===== config.mk =====
export PLATFORM = sky130hd
export DESIGN_NAME = enable_reg_bank
export DESIGN_NICKNAME = d
export VERILOG_FILES = /design/src/rtl/enable_reg_bank_pkg.sv /design/src/rtl/mod_counter.sv /design/src/rtl/enable_reg_bank.sv
export SDC_FILE = /design/constraint.sdc
export NUM_CORES = 1
export LEC_CHECK = 0
export BUFFER_PORTS_ARGS = -buffer_cell sky130_fd_sc_hd__buf_2
export CORE_MARGIN = 4
export CORE_UTILIZATION = 46
export CTS_CLUSTER_DIAMETER = 30
export DETAILED_ROUTE_END_ITERATION = 10
export GPL_TIMING_DRIVEN = 0
export HOLD_SLACK_MARGIN = 0.02
export PLACE_DENSITY = 0.92
export SLEW_MARGIN = 20
export SYNTH_ARGS = -nofsm -noshare
export SYNTH_HDL_FRONTEND = slang
export SYNTH_SLANG_ARGS = --single-unit

===== constraint.sdc =====
create_clock -name clk -period 2.33 [get_ports clk]
set_clock_uncertainty 0.05 [all_clocks]
set_input_delay 0.3495 -clock clk [delete_from_list [all_inputs] [get_ports clk]]
set_output_delay 0.3495 -clock clk [all_outputs]
set_load 0.005 [all_outputs]

===== src/rtl/enable_reg_bank_pkg.sv =====
// rtl/enable_reg_bank_pkg.sv - shared defaults and counter sizing for enable_reg_bank
package enable_reg_bank_pkg;

    localparam int DEF_WIDTH      = 4;
    localparam int DEF_CHANNELS   = 3;
    localparam int DEF_DIV        = 2;
    localparam int DEF_CLR_PERIOD = 16;

    // Never narrower than one bit, so a modulo-1 counter still has a register.
    function automatic int cnt_width(input int n);
        return (n <= 2) ? 1 : $clog2(n);
    endfunction

endpackage


===== src/rtl/mod_counter.sv =====
// rtl/mod_counter.sv - free-running modulo-N counter with terminal-count decode
module mod_counter
    import enable_reg_bank_pkg::*;
#(
    parameter int N = 2
) (
    input  logic clk,
    input  logic rst,
    output logic tc
);

    localparam int            W    = cnt_width(N);
    localparam logic [W-1:0]  LAST = W'(N - 1);

    logic [W-1:0] cnt;

    always_ff @(posedge clk) begin
        if (!rst) begin
            cnt <= '0;
        end else if (tc) begin
            cnt <= '0;
        end else begin
            cnt <= cnt + 1'b1;
        end
    end

    // Decoded from the register only; for N=1 this is constantly high.
    assign tc = (cnt == LAST);

endmodule


===== src/rtl/enable_reg_bank.sv =====
// rtl/enable_reg_bank.sv - multi-channel register bank with divided capture enable and periodic clear
module enable_reg_bank
    import enable_reg_bank_pkg::*;
#(
    parameter int WIDTH      = DEF_WIDTH,
    parameter int CHANNELS   = DEF_CHANNELS,
    parameter int DIV        = DEF_DIV,
    parameter int CLR_PERIOD = DEF_CLR_PERIOD
) (
    input  logic                      clk,
    input  logic                      rst,
    input  logic [CHANNELS*WIDTH-1:0] d,
    input  logic [CHANNELS-1:0]       ch_div,
    input  logic [CHANNELS-1:0]       ch_clr,
    input  logic                      hold,
    input  logic                      clr_en,
    output logic [CHANNELS*WIDTH-1:0] q,
    output logic                      ce_o,
    output logic                      clr_o
);

    logic ce;
    logic clr_tc;
    logic clr;

    mod_counter #(.N(DIV)) u_div_cnt (
        .clk (clk),
        .rst (rst),
        .tc  (ce)
    );

    mod_counter #(.N(CLR_PERIOD)) u_clr_cnt (
        .clk (clk),
        .rst (rst),
        .tc  (clr_tc)
    );

    assign clr   = clr_en & clr_tc;
    assign ce_o  = ce;
    assign clr_o = clr;

    // Clear outranks hold, hold outranks capture.
    for (genvar i = 0; i < CHANNELS; i++) begin : g_ch
        logic             cap;
        logic [WIDTH-1:0] r;

        assign cap = ch_div[i] ? ce : 1'b1;

        always_ff @(posedge clk) begin
            if (!rst) begin
                r <= '0;
            end else if (clr && ch_clr[i]) begin
                r <= '0;
            end else if (!hold && cap) begin
                r <= d[i*WIDTH +: WIDTH];
            end
        end

        assign q[i*WIDTH +: WIDTH] = r;
    end

endmodule


* After elaboration in Yosys (flattened, before gate mapping) *
Cells that the tools add are included.

storage, ports and cells
  register bits after elaboration = 17
  input port bits = 22
  output and inout port bits = 14
  word-level logic and storage cells = 25

operators by class
  add/subtract/negate cells = 2
  equality and inequality tests = 1
  mux-type cells = 3
  bitwise operators = 2
  reduce and logical (&&, ||, !) cells = 12

operator list
  operator                                                       count
  2-bit OR reduction                                             5
  1-bit logical AND                                              6
  4-bit by 1-bit adder with 4-bit output, second input constant  1
  4-bit == test, second input constant                           1
  1-bit 2-to-1 mux                                               3
  1-bit adder, second input constant                             1
  1-bit bitwise AND                                              1
  1-bit logical NOT                                              1
  1-bit NOT                                                      1

* Longest topological paths before layout *
  word-level depth = 4
  depth in mapped cells = 4
  gate-level depth less buffers = 4

* Cells and area by module *
From an unflattened synthesis, not the netlist that was laid out.

second synthesis, totals
  cells, all modules = 78
  area total of the unflattened synthesis = 728.2 um2

modules (own cells, without submodules)
  module                   times used  cells an instance  area each (um2)  seq. area each (um2)
  enable_reg_bank          1           60                 525.5            240.2
  mod_counter (u_clr_cnt)  1           16                 168.9            80.1
  mod_counter (u_div_cnt)  1           2                  33.8             20.0

* Worst setup path after synthesis *
OpenSTA, ideal clock, no wires.

  kind = register to output
  start = register u_clr_cnt.cnt[0]
  end = output clr_o
  data arrival time = 0.808 ns
  data required time = 1.931 ns
  setup slack = 1.123 ns
  stages on the path, launching flop included = 4
  buffers on the path = 0
  cell sequence = dfxtp_1 -> ha_1 -> nand4_1 -> inv_1

on the way
  word-level cells in the longest chain between the ends = 2

RTL lines
  element                 RTL line               text
  start, declared         mod_counter.sv:15      logic [W-1:0] cnt;
  start signal, assigned  mod_counter.sv:23      cnt <= cnt + 1'b1;
  4-bit == test           mod_counter.sv:28      assign tc = (cnt == LAST);
  1-bit bitwise AND       enable_reg_bank.sv:38  assign clr = clr_en & clr_tc;
  end, declared           enable_reg_bank.sv:19  output logic clr_o

Every way passes these cells.

* Worst setup path in the final report *
Ends and elaborated chain as after synthesis.

==> results.sh <==
export IMPL_status="complete, no violations"
export IMPL_cts_sinks=17
export IMPL_cts_setup_buffers=0
export IMPL_required_ns=1.93
export IMPL_cts_repair_resized=0
export IMPL_vias=703
export IMPL_root_buffer="clkbuf_4"
export IMPL_routed_wl_mm=1.65
export IMPL_grt_overflow_total=0
export IMPL_path_class="reg2out"
export IMPL_cts_tree="built"
export IMPL_synth_area_leaders="dfxtp_1 (47%), or3b_1 (14%), a21oi_1 (9.0%)"
export IMPL_cp_start_kind="flip-flop"
export IMPL_drv_slew=0
export IMPL_antenna_found_initial=0
export IMPL_hold_buffers=0
export IMPL_synthCells=79
export IMPL_synth_area_mux_share_pct=0
export IMPL_cellPowerDensity_nw_per_um2=579
export IMPL_fin_nets=142
export IMPL_synth_top_family_by_area="simple AND/OR/NAND/NOR gates"
export IMPL_setup_tns_ns=0
export IMPL_fillers=134
export IMPL_clk_pin_slew_ns=0.09
export IMPL_cts_max_level=1
export IMPL_finalPower_mw=0.550
export IMPL_grt_pass1_vias=624
export IMPL_synth_seq_cells=17
export IMPL_synth_cell_types=19
export IMPL_critical_path_startpoint="u_clr_cnt.cnt[0]"
export IMPL_drive_gt1_share_pct=33.1
export IMPL_first_pass_iters=4
export IMPL_netlist_area_um2=727
export IMPL_die_w_um=47.8
export IMPL_wl_per_cell_um=12.3
export IMPL_multi_input_area_um2=344
export IMPL_hold_viol=0
export IMPL_combPwrFrac_pct=14.6
export IMPL_fp_row_count=14
export IMPL_cp_end_kind="output port"
export IMPL_drv_cap=0
export IMPL_timing_final_crit_share_pct=73.9
export IMPL_synth_top_area_cell="dfxtp_1"
export IMPL_synth_ff_type="dfxtp_1"
export IMPL_port_buffers=35
export IMPL_fmax_mhz=581
export IMPL_setup_violations_final=0
export IMPL_clkPwrFrac_pct=27.5
export IMPL_synthTopCellsByCount="dfxtp_1 (17), a21oi_1 (13), o21ai_0 (13)"
export IMPL_grt_max_degree=11
export IMPL_synthArstFlopShare_pct=0
export IMPL_leakage_nw=0.465
export IMPL_vias_per_cell=5.25
export IMPL_power_switching_mw=0.132
export IMPL_crit_slowest_cell="dfxtp_1"
export IMPL_yosysMostFrequentCell="dfxtp_1"
export IMPL_core_um2=1510
export IMPL_min_period_ns=1.72
export IMPL_synth_compound_area_share_pct=21.0
export IMPL_synthAdderAreaFrac_pct=1.72
export IMPL_area_delta_synth_final_pct=30.5
export IMPL_die_h_um=47.8
export IMPL_ant_nets=0
export IMPL_drtIter0Drc=11
export IMPL_antenna_diode_count=0
export IMPL_whs_ns=0.276
export IMPL_seqCellArea_um2=340
export IMPL_cp_max_fo=4
export IMPL_sw_frac_of_total_pct=24.1
export IMPL_hp_class="in2reg"
export IMPL_gp_congestion=0.691
export IMPL_synth_nets=102
export IMPL_dieArea_um2=2280
export IMPL_synth_edf_count=0
export IMPL_critPathArrivalTime_ns=1.32
export IMPL_p_int_mw=0.417
export IMPL_place_hpwl_mm=1.29
export IMPL_drcViolationCount=0
export IMPL_synth_simple_gate_area_share_pct=23.4
export IMPL_max_vdd_ir_drop_v=0.000278
export IMPL_ys_seq_area_share_pct=46.8
export IMPL_max_stage_delay_ns=0.39
export IMPL_numCtsBuffers=3
export IMPL_slew_headroom_pct=72.9
export IMPL_cts_buffer_depth=2
export IMPL_seqPwrFrac_pct=57.9
export IMPL_tightest_slew_ns=0.405
export IMPL_grt_use_total_pct=15.3
export IMPL_clk_latency_ns=0.28
export IMPL_synth_warnings=0
export IMPL_ios=36
export IMPL_grt_pass1_wl_mm=2.45
export IMPL_avgSynthCellArea_um2=9.20
export IMPL_start_util_pct=48.3
export IMPL_synth_xor_area_share_pct=1.20
export IMPL_path_cells="ha_1 > nand4_1 > inv_1 > buf_2"
export IMPL_r2r_start="u_clr_cnt.cnt[0]"
export IMPL_rsz0062_at_grt="no"
export IMPL_min_delay_start="rst"
export IMPL_synthDominantCellAreaShare_pct=46.8
## flip-flops by register name, summed over array words and instances (netlist names)
register       flops
g_ch.r            12
u_clr_cnt.cnt      4
u_div_cnt.tc       1
## stage by stage
step	instances	worst slack [ns]	utilization, %	instance area (µm²)
detailed placement	130	0.940	61.2	922
global placement	130	0.960	61.2	922
global route	134	0.497	63.0	948
floorplan	79	1.12	-	727
finish	134	0.608	63.0	948
CTS	134	0.615	63.0	948
## critical path: cells and delay by family, from the launching register on
family / cells / cell delay (ns)
fa+ha+maj: 1 / 0.25
buf+inv: 2 / 0.20
flops: 1 / 0.39
simple gates: 1 / 0.20
## path summary, 6_finish.rpt
path                      endpoint  slack, ns  depth (start not counted)
setup / recovery             clr_o       0.61                          4
hold / removal    u_clr_cnt.cnt[0]       0.28                          3
setup reg to reg      g_ch[2].r[3]       0.92                          4
hold reg to reg       g_ch[2].r[2]       0.43                          2
## cell type report
| cell class | count | share of cell area, % |
|---|---|---|
| multi-input combinational | 55 | 36.3 |
| sequential | 17 | 35.9 |
| timing repair buffer | 35 | 18.5 |
| clock buffer | 4 | 2.77 |
| buffer | 2 | 2.51 |
| tap | 16 | 2.11 |
| inverter | 5 | 1.98 |
## logic make-up (layout without fill, tap and decap cells)
| logic type | after synthesis | after routing |
|---|---|---|
| AOI/OAI and AO/OA | 30 | 30 |
| and+or+nand+nor | 23 | 23 |
| DFF | 17 | 17 |
| buffers and inverters | 7 | 46 |
| adders and majority gates | 1 | 1 |
| xor gates and xnor gates | 1 | 1 |
## layout by cell type, fill, tap and decap left out
master / n
nor2_1: 1
nand4_1: 1
xor2_1: 1
a21oi_1: 13
ha_1: 1
clkbuf_4: 3
clkbuf_1: 1
a21boi_1: 1
nand3_1: 1
nand2_1: 1
nor2b_1: 4
or3b_1: 12
dlymetal6s2s_1: 1
inv_1: 5
o21ai_0: 13
buf_2: 35
dfxtp_1: 17
and2_1: 1
o21ai_1: 3
and3_1: 1
nand4b_1: 1
buf_6: 1
## routing by layer
layer | up-vias | part of all wire, % | track usage [%]
li1 | 361 | - | -
met1 | 314 | 40 | 16.1
met2 | 23 | 50 | 27.2
met3 | 5 | 8.3 | 4.14
met4 | 0 | 2.2 | 8.06
met5 | - | 0 | 0
## power by group through the flow
stage,logic (mW),clock network (mW),registers [mW]
4_1_cts,0.0807,0.156,0.318
3_5_place_dp,0.0803,0,0.325
5_1_grt,0.0903,0.170,0.321
2_1_floorplan,0.0399,0,0.325
6_report,0.0801,0.151,0.318
3_3_place_gp,0.0771,0,0.324
(Power assumes the default switching activity.)
